### config.mk
export PLATFORM = sky130hd
export DESIGN_NAME = wb_burst_initiator
export DESIGN_NICKNAME = d
export VERILOG_FILES = /design/src/rtl/wbi_pkg.sv /design/src/rtl/wbi_watchdog.sv /design/src/rtl/wb_burst_initiator.sv
export SDC_FILE = /design/constraint.sdc
export NUM_CORES = 1
export LEC_CHECK = 0
export BUFFER_PORTS_ARGS = -buffer_cell sky130_fd_sc_hd__buf_2
export CAP_MARGIN = 20
export CORE_AREA = 8 8 126 128
export DETAILED_ROUTE_END_ITERATION = 16
export DIE_AREA = 0 0 134 136
export HOLD_SLACK_MARGIN = 0.02
export PLACE_DENSITY = 0.68
export REMOVE_ABC_BUFFERS = 1
export SETUP_SLACK_MARGIN = 0.15
export SLEW_MARGIN = 40
export SYNTH_ARGS = -nofsm -noshare
export SYNTH_HDL_FRONTEND = slang
export SYNTH_HIERARCHICAL = 1
export SYNTH_SLANG_ARGS = --single-unit
### constraint.sdc
create_clock -name clk -period 2.5 [get_ports clk]
set_clock_uncertainty 0.05 [all_clocks]
set_input_delay 0.25 -clock clk [delete_from_list [all_inputs] [get_ports clk]]
set_output_delay 0.25 -clock clk [all_outputs]
set_load 0.05 [all_outputs]
### src/rtl/wbi_pkg.sv
// Shared types and constants for the Wishbone burst initiator.
// Optional feature macro: WBI_TIMEOUT_EN (bus watchdog with err reporting).
package wbi_pkg;

    localparam int WB_WORD_BYTES   = 4;
    localparam int DEFAULT_TIMEOUT = 64;
    localparam int DEFAULT_LEN_W   = 8;

    typedef enum logic [2:0] {
        ST_IDLE  = 3'd0,
        ST_WDATA = 3'd1,
        ST_BUS   = 3'd2,
        ST_RESP  = 3'd3,
        ST_DONE  = 3'd4
    } wbi_state_t;

endpackage

### src/rtl/wbi_watchdog.sv
// Cycle counter that flags a bus cycle left unacknowledged for TIMEOUT cycles.
// Instantiated by wb_burst_initiator only when WBI_TIMEOUT_EN is defined.
module wbi_watchdog
    import wbi_pkg::*;
#(
    parameter int TIMEOUT = DEFAULT_TIMEOUT
) (
    input  logic clk,
    input  logic reset,
    input  logic i_clear,
    input  logic i_enable,
    output logic o_expire
);

    localparam int CNT_W = $clog2(TIMEOUT + 1);

    logic [CNT_W-1:0] r_count;

    // Count enabled cycles since the last clear, saturating at TIMEOUT.
    always_ff @(posedge clk) begin
        if (reset || i_clear) begin
            r_count <= '0;
        end else if (i_enable && (r_count != CNT_W'(TIMEOUT))) begin
            r_count <= r_count + CNT_W'(1);
        end
    end

    // Expire fires on the TIMEOUT-th enabled cycle, so the caller leaves on that edge.
    assign o_expire = i_enable && (r_count == CNT_W'(TIMEOUT - 1));

endmodule

### src/rtl/wb_burst_initiator.sv
// Wishbone classic-cycle initiator: turns an (addr, len, we, sel) command into
// single-beat bus cycles, streaming write data in and read data out.
// Optional feature macro: WBI_TIMEOUT_EN (abort a stalled beat after TIMEOUT cycles).
module wb_burst_initiator
    import wbi_pkg::*;
#(
    parameter int ADDR_W  = 32,
    parameter int DATA_W  = 32,
    parameter int LEN_W   = DEFAULT_LEN_W,
    parameter int TIMEOUT = DEFAULT_TIMEOUT
) (
    input  logic              clk,
    input  logic              reset,

    input  logic              cmd_valid,
    output logic              cmd_ready,
    input  logic [ADDR_W-1:0] cmd_addr,
    input  logic [LEN_W-1:0]  cmd_len,
    input  logic              cmd_we,
    input  logic [3:0]        cmd_sel,

    input  logic              wr_valid,
    output logic              wr_ready,
    input  logic [DATA_W-1:0] wr_data,

    output logic              rd_valid,
    input  logic              rd_ready,
    output logic [DATA_W-1:0] rd_data,
    output logic              rd_last,

    output logic              done,
    output logic              err,

    output logic              wbm_cyc_o,
    output logic              wbm_stb_o,
    output logic              wbm_we_o,
    output logic [3:0]        wbm_sel_o,
    output logic [ADDR_W-1:0] wbm_adr_o,
    output logic [DATA_W-1:0] wbm_dat_o,
    input  logic [DATA_W-1:0] wbm_dat_i,
    input  logic              wbm_ack_i
);

    wbi_state_t        r_state;
    logic [ADDR_W-1:0] r_adr;
    logic [DATA_W-1:0] r_datO;
    logic [DATA_W-1:0] r_rdData;
    logic [LEN_W-1:0]  r_beatCnt;
    logic [3:0]        r_sel;
    logic              r_we;
    logic              r_cyc;
    logic              r_stb;
    logic              r_wrReady;
    logic              r_rdValid;
    logic              r_rdLast;
    logic              r_done;
    logic              r_err;
    logic              w_expire;

`ifdef WBI_TIMEOUT_EN
    logic w_wdClear;
    logic w_wdEnable;

    assign w_wdClear  = (r_state != ST_BUS);
    assign w_wdEnable = (r_state == ST_BUS) && !wbm_ack_i;

    wbi_watchdog #(
        .TIMEOUT (TIMEOUT)
    ) u_watchdog (
        .clk      (clk),
        .reset    (reset),
        .i_clear  (w_wdClear),
        .i_enable (w_wdEnable),
        .o_expire (w_expire)
    );
`else
    logic w_unusedTimeout;

    assign w_expire        = 1'b0;
    assign w_unusedTimeout = (TIMEOUT > 0);
`endif

    // Burst sequencer: one beat per WDATA/BUS or BUS/RESP pass, all outputs registered.
    always_ff @(posedge clk) begin
        if (reset) begin
            r_state   <= ST_IDLE;
            r_adr     <= '0;
            r_datO    <= '0;
            r_rdData  <= '0;
            r_beatCnt <= '0;
            r_sel     <= '0;
            r_we      <= 1'b0;
            r_cyc     <= 1'b0;
            r_stb     <= 1'b0;
            r_wrReady <= 1'b0;
            r_rdValid <= 1'b0;
            r_rdLast  <= 1'b0;
            r_done    <= 1'b0;
            r_err     <= 1'b0;
        end else begin
            r_done <= 1'b0;
            r_err  <= 1'b0;
            case (r_state)
                ST_IDLE: begin
                    if (cmd_valid) begin
                        r_adr     <= cmd_addr;
                        r_beatCnt <= cmd_len;
                        r_we      <= cmd_we;
                        r_sel     <= cmd_sel;
                        r_cyc     <= 1'b1;
                        if (cmd_we) begin
                            r_wrReady <= 1'b1;
                            r_state   <= ST_WDATA;
                        end else begin
                            r_stb   <= 1'b1;
                            r_state <= ST_BUS;
                        end
                    end
                end
                ST_WDATA: begin
                    if (wr_valid) begin
                        r_datO    <= wr_data;
                        r_wrReady <= 1'b0;
                        r_stb     <= 1'b1;
                        r_state   <= ST_BUS;
                    end
                end
                ST_BUS: begin
                    if (wbm_ack_i) begin
                        r_stb     <= 1'b0;
                        r_adr     <= r_adr + ADDR_W'(WB_WORD_BYTES);
                        r_beatCnt <= r_beatCnt - LEN_W'(1);
                        if (!r_we) begin
                            r_rdData  <= wbm_dat_i;
                            r_rdValid <= 1'b1;
                            r_rdLast  <= (r_beatCnt == '0);
                            r_state   <= ST_RESP;
                        end else if (r_beatCnt == '0) begin
                            r_cyc   <= 1'b0;
                            r_done  <= 1'b1;
                            r_state <= ST_DONE;
                        end else begin
                            r_wrReady <= 1'b1;
                            r_state   <= ST_WDATA;
                        end
                    end else if (w_expire) begin
                        r_stb   <= 1'b0;
                        r_cyc   <= 1'b0;
                        r_done  <= 1'b1;
                        r_err   <= 1'b1;
                        r_state <= ST_DONE;
                    end
                end
                ST_RESP: begin
                    if (rd_ready) begin
                        r_rdValid <= 1'b0;
                        r_rdLast  <= 1'b0;
                        if (r_rdLast) begin
                            r_cyc   <= 1'b0;
                            r_done  <= 1'b1;
                            r_state <= ST_DONE;
                        end else begin
                            r_stb   <= 1'b1;
                            r_state <= ST_BUS;
                        end
                    end
                end
                ST_DONE: begin
                    r_state <= ST_IDLE;
                end
                default: begin
                    r_state <= ST_IDLE;
                end
            endcase
        end
    end

    // cmd_ready is held low while reset is asserted and rises as soon as it releases.
    assign cmd_ready = (r_state == ST_IDLE) && !reset;
    assign wr_ready  = r_wrReady;
    assign rd_valid  = r_rdValid;
    assign rd_data   = r_rdData;
    assign rd_last   = r_rdLast;
    assign done      = r_done;
    assign err       = r_err;
    assign wbm_cyc_o = r_cyc;
    assign wbm_stb_o = r_stb;
    assign wbm_we_o  = r_we;
    assign wbm_sel_o = r_sel;
    assign wbm_adr_o = r_adr;
    assign wbm_dat_o = r_datO;

endmodule

# After elaboration in Yosys (flattened, before gate mapping)
# Cells that the tools add are included.
# totals
regBits	118
out_inout_bits	109
# classes
add_sub_neg	2
n_eq_ne	15
n_mux	49
bitwise	1
reduce_logical	18
# op_table
op	n
$mux W32	2
$pmux W32 S2	1
$add A32 B3 Y32 const B	1
$mux W1	28
$ne A2 B2 Y1 const B	12
$mux W3	7
$reduce_and A7 Y1	3
$mux W8	2
$pmux W8 S2	1
$pmux W3 S4	1
$logic_not A8 Y1	1
$reduce_and A4 Y1	2
$sub A8 B1 Y8 const B	1
$eq A3 B2 Y1 const B	2
$pmux W1 S2	3
$pmux W1 S3	2
$reduce_and A3 Y1	2
$reduce_bool A3 Y1	2
$pmux W1 S4	1
$reduce_and A2 Y1	2
$reduce_bool A2 Y1	2
$reduce_bool A4 Y1	1
$eq A3 B1 Y1 const B	1
$logic_not A3 Y1	1
4 further kinds	4

# Longest topological paths before layout
# Gate-level depths: netlist of run 1.
# logic_depth
depth_word	5
ltp_mapped	7
depth_no_buf	6

# Worst setup path before layout of run 1
# OpenSTA, ideal clock, no wires.
# synth_timing
kind	reg2reg
startpoint	reg r_adr[2] (netlist: wbm_adr_o[2])
endpoint	reg r_adr[20] (netlist: wbm_adr_o[20])
arrival_ns	2.330
required_time_ns	2.375
slack_ns	0.045
path_stages_with_launch	6
synth_period_minus_slack_ns	2.455
cell_sequence	dfxtp_1 ha_1 nand4_4 or4_4 or4_1 a31oi_1
# synth_between
elab_chain_len	3
# synth_rtl
item	line	source
start: declaration	wb_burst_initiator.sv:45	logic [ADDR_W-1:0] r_adr;
start signal: assignment	wb_burst_initiator.sv:106	r_adr <= cmd_addr;
start signal: assignment	wb_burst_initiator.sv:131	r_adr <= r_adr + ADDR_W'(WB_WORD_BYTES);
$add A32 B3 Y32	wb_burst_initiator.sv:131	
$mux W32	wb_burst_initiator.sv:129	if (wbm_ack_i) begin
$pmux W32 S2	wb_burst_initiator.sv:103	case (r_state)
# No other way between the ends. The select of a mux whose other input is x is not followed.
# A chain may end at the register's enable or synchronous reset.

# Final worst setup path of run 1
# layout_timing
startpoint	reg r_state[2]
endpoint	out cmd_ready
# layout_between
elab_chain_len	2
# layout_rtl
item	line	source
start: declaration	wb_burst_initiator.sv:44	wbi_state_t r_state;
start signal: assignment	wb_burst_initiator.sv:86	r_state <= ST_IDLE;
start signal: assignment	wb_burst_initiator.sv:113	r_state <= ST_WDATA;
start signal: assignment	wb_burst_initiator.sv:116	r_state <= ST_BUS;
$logic_not A3 Y1	wb_burst_initiator.sv:179	assign cmd_ready = (r_state == ST_IDLE) && !reset;
$logic_and A1 B1 Y1	wb_burst_initiator.sv:179	
end: declaration	wb_burst_initiator.sv:16	output logic cmd_ready,
# No other way between the ends.

==> metrics.txt, run 1 <==
Area Growth Syn to Fin 41.4%; Vias/cell 5.32; P_leak 3.30 nW; R2R setup slack 0.29 ns; Syn Inst Count 710; # Post-CTS Setup Buffers 0; Final HPWL DP 14000 µm; CTS buffer count 17; Worst EP required 2.20 ns; HP Start wr_data[31]; most frequent cells in the layout 221 x buf_2, 173 x nand2_1, 117 x dfxtp_1; clock sink total 118; Tot GR Track Use 20.9%; die area 0.0182 mm²; initial core utilization 39.6%; I/O pin cnt 224; Post-Place Cells 1091; Slew HR 52.3%; H-tree depth 4; final hold violations 0; Slew Limit Fails 0; clk_lat worst skew 0.41 ns; drt drc 0; layout cells sized above 1 31.5%; initial antenna violation count 2; Yosys cell types 70; Clk pin slew, worst setup/hold paths 0.05 ns; Finished Layout Cells 1160; crit end category output pin; largest net degree at the start of global routing 71; crit-path cells or2_2 > nor3_1 > buf_2; worst setup path end cmd_ready; buffers added on ports 222; crit-path max cell delay 0.48 ns; PwrDens 791 mW/mm²; Seq cells post-synth 118; yosys warns 6; Detailed Route WL 19300 µm; Max Cap Viol 0; post-synthesis sequential area ratio 42.5%; worst min path class input pin to flop; Synth async-reset ratio 0%; die height 136 µm; Max Freq 0.451 GHz; Total Power 6.21 mW; FF/Latch Area 0.00236 mm²; Netlist Area Pre-Place 0.00555 mm²; Reg2Reg Depth 5; RSZ-0062 raised after global routing false; nets@finish 1081; first-pass iteration count of the detailed router 4; Ant. Diodes 0; most common cell after layout, fill and taps aside buf_2; Worst Tran Pin Value 0.716 ns; worst reg2reg path startpoint wbm_adr_o[3]; reg2reg end wbm_adr_o[20]; CTS Root Buffer Type clkbuf_16; Die W 134 µm; EDFF count, synth 0; Final setup viols 0; Post-Syn Area per Cell 7.82 µm²; gpl congestion 0.917; status completed; crit path DAT 1.92 ns; Worst Setup Path Type flop to output pin; global route overflow 0; crit path launch type flop; main flop type after synthesis dfxtp_1; clk buf depth 2; Starting DRT DRC Count 384; area of the core 0.0140 mm²; Multi-input gate area 0.00294 mm²; CP startpoint r_state[2]; CTS tree built; routed length per instance 16.7 µm; Min Clock Period, post-route 2.22 ns; num rows 44; number of global-route vias before repair 5972; # fillers 1348; ANT nets after route 0; worst vdd ir 0.000411 V; via count 6176; slowest CP cell or2_2; first-pass GRT wire length 31000 µm; crit-path max FO 13; fin crit share 88.8%
-- where the power goes --
group          switching, mW  leakage [nW]  internal, mW
Combinational           1.12          2.07         0.518
Clock                  0.860         0.266          1.48
Sequential             0.185         0.963          2.05
-- cells in the mapped netlist (3+ instances only) --
library cell	instances	area (µm²)
nand3_1	19	95.1
o221ai_1	3	26.3
nor2b_1	3	18.8
o41ai_1	3	26.3
nor3_1	18	90.1
dfxtp_1	118	2360
and4_1	8	70.1
o21ai_0	26	130
o211ai_1	6	45.0
nand2_1	173	649
o22ai_1	5	31.3
nor3b_1	3	22.5
a31o_2	3	26.3
and2_1	4	25.0
a22oi_1	3	22.5
a32o_1	3	30.0
or4_1	3	22.5
a311oi_1	6	52.6
nor4_1	12	75.1
buf_2	7	35.0
inv_1	10	37.5
nor2_1	25	93.8
or3_1	3	18.8
nor4b_1	4	35.0
nand4_1	17	106
mux2i_1	4	40.0
a31oi_1	10	62.6
a211oi_1	8	60.1
and3_1	5	31.3
clkbuf_8	3	41.3
a211o_1	4	35.0
o31ai_1	3	22.5
or2_2	3	18.8
a21oi_1	95	475
clkbuf_1	40	150
-- logic make-up (layout without fill, tap and decap cells) --
family                     Yosys count  after routing  share of synthesized area (%)
AOI/OAI and AO/OA                  201            201                           22.6
adders and majority gates            2              2                          0.451
buffers and inverters               63            329                           5.02
DFF                                118            118                           42.5
muxes                                6              6                           1.13
other                                1              1                         0.0675
and+or+nand+nor                    319            319                           28.2
-- area by class of cell --
| cell class | instances | share of cell area (%) |
|---|---|---|
| multi-input combinational | 529 | 37.4 |
| sequential | 118 | 30.1 |
| timing repair buffer | 287 | 21.8 |
| clock buffer | 18 | 5.59 |
| tap | 184 | 2.93 |
| clock inverter | 13 | 1.70 |
| inverter | 11 | 0.526 |
-- flip-flops by register name (all words and copies together) (netlist names), 3 cells and up --
name	count
wbm_sel_o	4
r_beatCnt	8
rd_data	32
wbm_adr_o	32
wbm_dat_o	32
r_state	3
-- layer usage --
layer	global-route usage, %	share of wire (%)
met2	34.4	47
met5	0	0.13
met4	7.17	1.4
met1	25.3	43
met3	6.69	8.5
-- repair_timing --
item                                    4_1_cts  5_1_grt
hold endpoints to repair                     38        0
hold buffers                                 38        0
endpoints found under the setup margin        0        1
gates resized for setup                       0        2
-- per-stage QoR --
stage                     hold slack, ns  worst slack [ns]  cell area, µm²  TNS, ns  utilization, %
after floorplan                    0.269             -1.34            5320   -57.49               -
final                             0.0355             0.281            7850        0            55.9
after global placement             0.389             0.334            6900        0            49.1
after CTS                         0.0202             0.243            7850        0            55.9
after detailed placement           0.394             0.257            6900        0            49.1
after global routing              0.0239             0.179            7850        0            55.9
-- worst min-delay path by stage --
stage | to | slack [ns] | depth (start not counted)
detailed placement | wbm_dat_o[13] | 0.39 | 2
finish | wbm_dat_o[31] | 0.04 | 3
CTS | wbm_dat_o[31] | 0.02 | 3
global route | wbm_adr_o[1] | 0.02 | 3
floorplan | r_beatCnt[1] | 0.27 | 1
global placement | wbm_dat_o[1] | 0.39 | 2
-- critical path, delay by kind of cell, from the launching register on --
| kind | cells | cell delay [ns] |
|---|---|---|
| buf+inv | 1 | 0.32 |
| flops | 1 | 0.45 |
| simple gates | 2 | 0.74 |
(Power assumes the default switching activity.)
==> inputs of run 2 (changes only) <==
Settings changed: PLACE_DENSITY 0.68 to unset, PLACE_DENSITY_LB_ADDON set to 0.25.
==> run 2 against run 1 <==
  * Critical endpoint is now wbm_adr_o[20]
  * Sequential share of layout area shrank 0.60 points
  * Design area increased by 2.0%
  * Combinational power about the same
  * Register-to-register slack barely moved
  * Count of clock-buffer cells in the layout grew 2
  * Fmax increased by 0.40%
  * Sequential power is essentially flat
  * Via count increased by 2.0%
  * First-iteration DRC count rose by 6.8%
  * Non-clock buffer count grew 14
  * Largest cell class unchanged
  * Utilization grew 1.1 points
==> metrics.txt, run 2 (same netlist as run 1, synthesis figures left out) <==
Finished Layout Cells 1174 (was 1160); gpl congestion 0.898 (was 0.917); Slew Limit Fails 0 (unchanged); crit end category flop (was output pin); first-pass iteration count of the detailed router 4 (unchanged); worst vdd ir 0.000526 V (was 0.000411 V); Min Clock Period, post-route 2.21 ns (was 2.22 ns); Clock Power Share 37.3% (was 37.6%); largest net degree at the start of global routing 108 (was 71); CTS tree built (unchanged); crit path launch type flop (unchanged); Final setup viols 0 (unchanged); Final HPWL DP 13600 µm (was 14000 µm); crit-path cells ha_2 > nand4_4 > or4_4 > or4_1 > a31oi_1 (was or2_2 > nor3_1 > buf_2); H-tree depth 4 (unchanged); drt drc 0 (unchanged); status completed (unchanged); clk_lat worst skew 0.42 ns (was 0.41 ns); clock sink total 118 (unchanged); number of global-route vias before repair 6083 (was 5972); Total Power 6.23 mW (was 6.21 mW); initial core utilization 39.6% (unchanged); crit-path max cell delay 0.62 ns (was 0.48 ns); wire length on met1 8880 µm (was 8390 µm); CTS Root Buffer Type clkbuf_16 (unchanged); fin crit share 88.4% (was 88.8%); area of the core 0.0140 mm² (unchanged); slowest CP cell or4_4 (was or2_2); final hold violations 0 (unchanged); Die W 134 µm (unchanged); Routed met2 length 9230 µm (was 9010 µm); Max Cap Viol 0 (unchanged); most frequent cells in the layout 221 x buf_2, 173 x nand2_1, 117 x dfxtp_1 (unchanged); most common cell after layout, fill and taps aside buf_2 (unchanged); Worst Setup Path Type flop to flop (was flop to output pin); Cell Area, Placed 0.00688 mm² (was 0.00690 mm²); via count 6298 (was 6176); CTS buffer count 17 (unchanged); Sw Ratio 35.5% (was 34.9%); PwrDens 778 mW/mm² (was 791 mW/mm²); P_leak 3.36 nW (was 3.30 nW); Max Freq 0.452 GHz (was 0.451 GHz); Top delay family on crit path simple AND/OR/NAND/NOR gates (unchanged); die height 136 µm (unchanged); initial antenna violation count 0 (was 2); Util after Layout 57.1% (was 55.9%); Worst Tran Pin Value 0.587 ns (was 0.716 ns); internal power 4.02 mW (was 4.04 mW); crit-path max FO 10 (was 13); met3 routed WL 1590 µm (was 1650 µm); I/O pin cnt 224 (unchanged); worst min path class input pin to flop (unchanged); routed length per instance 17.1 µm (was 16.7 µm); Psw 2.22 mW (was 2.17 mW); Tot GR Track Use 21.4% (was 20.9%); die area 0.0182 mm² (unchanged); ANT nets after route 0 (unchanged); clk buf depth 2 (unchanged); crit path DAT 2.50 ns (was 1.92 ns); Logic pwr share 26.8% (was 26.4%); Flop pwr share 35.9% (was 36.0%); Post-Place Cells 1087 (was 1091); Clk pin slew, worst setup/hold paths 0.06 ns (was 0.05 ns); Vias/cell 5.36 (was 5.32); Starting DRT DRC Count 410 (was 384); Final TNS setup 0 ns (unchanged); global route overflow 0 (unchanged); buffers added on ports 222 (unchanged); first-pass GRT wire length 31800 µm (was 31000 µm); WP buf/inv 0 (was 1); Detailed Route WL 20000 µm (was 19300 µm); # Post-CTS Setup Buffers 0 (unchanged); num rows 44 (unchanged); Ant. Diodes 0 (unchanged); nets@finish 1095 (was 1081); Worst EP required 2.78 ns (was 2.20 ns); highest routed metal layer met4 (was met5); Slew HR 60.8% (was 52.3%); design area 0.00801 mm² (was 0.00785 mm²); Area Growth Syn to Fin 44.3% (was 41.4%); layout cells sized above 1 30.6% (was 31.5%); RSZ-0062 raised after global routing false (unchanged)
## run 2: cell count changes in the layout (fill, tap and decap cells not counted), sizes merged
cell / previous run / this run
bufinv: 2 / 1
clkinv: 6 / 5
dlygate4sd3: 38 / 56
clkbuf: 18 / 20
buf: 249 / 245
## run 2: worst register-to-register path, cell delays in order, from the launching register on
cell and delay [ns]:
dfxtp_1 0.41, ha_2 0.26, nand4_4 0.19, or4_4 0.62, or4_1 0.41, a31oi_1 0.18
## run 2: per-stage QoR
| step | hold WS, ns | worst slack (ns) |
|---|---|---|
| 6_report | 0.0243 | 0.290 |
| 2_1_floorplan | 0.269 | -1.34 |
| 5_1_grt | 0.0285 | 0.181 |
| 4_1_cts | 0.0207 | 0.238 |
| 3_5_place_dp | 0.393 | 0.267 |
| 3_3_place_gp | 0.390 | 0.324 |
## run 2: what timing repair did
| action | CTS | global route |
|---|---|---|
| endpoints found under the setup margin | 0 | 1 |
| hold buffers | 55 | 1 |
| resized for setup | 0 | 2 |
| hold endpoints to repair | 55 | 1 |
## run 2: final timing paths
path	start	end	slack [ns]	depth (start not counted)
hold reg to reg	rd_data[12]	rd_data[12]	0.40	2
setup reg to reg	wbm_adr_o[3]	wbm_adr_o[20]	0.29	5
setup / recovery	wbm_adr_o[3]	wbm_adr_o[20]	0.29	5
hold / removal	wbm_dat_i[15]	rd_data[15]	0.02	3
## run 2: cell type report
type / instances / area [µm²]
clock inverter: 11 / 103
timing repair buffer: 301 / 1870
multi-input combinational: 529 / 2940
tap: 184 / 230
clock buffer: 20 / 467
fill: 1299 / 6030
inverter: 11 / 41.3
sequential: 118 / 2360
## run 2: power by group through the flow
stage | clock, mW | combinational (mW) | sequential (mW)
2_1_floorplan | 0 | 0.570 | 2.73
3_3_place_gp | 0 | 1.59 | 2.26
3_5_place_dp | 0 | 1.59 | 2.27
4_1_cts | 2.37 | 1.66 | 2.23
5_1_grt | 2.46 | 1.79 | 2.27
6_report | 2.32 | 1.67 | 2.24
## run 2: layer usage
layer,global-route usage [%],vias to the layer above
met1,26.3,2909
met5,0,-
met4,6.43,0
li1,-,3107
met2,34.7,253
met3,7.21,29
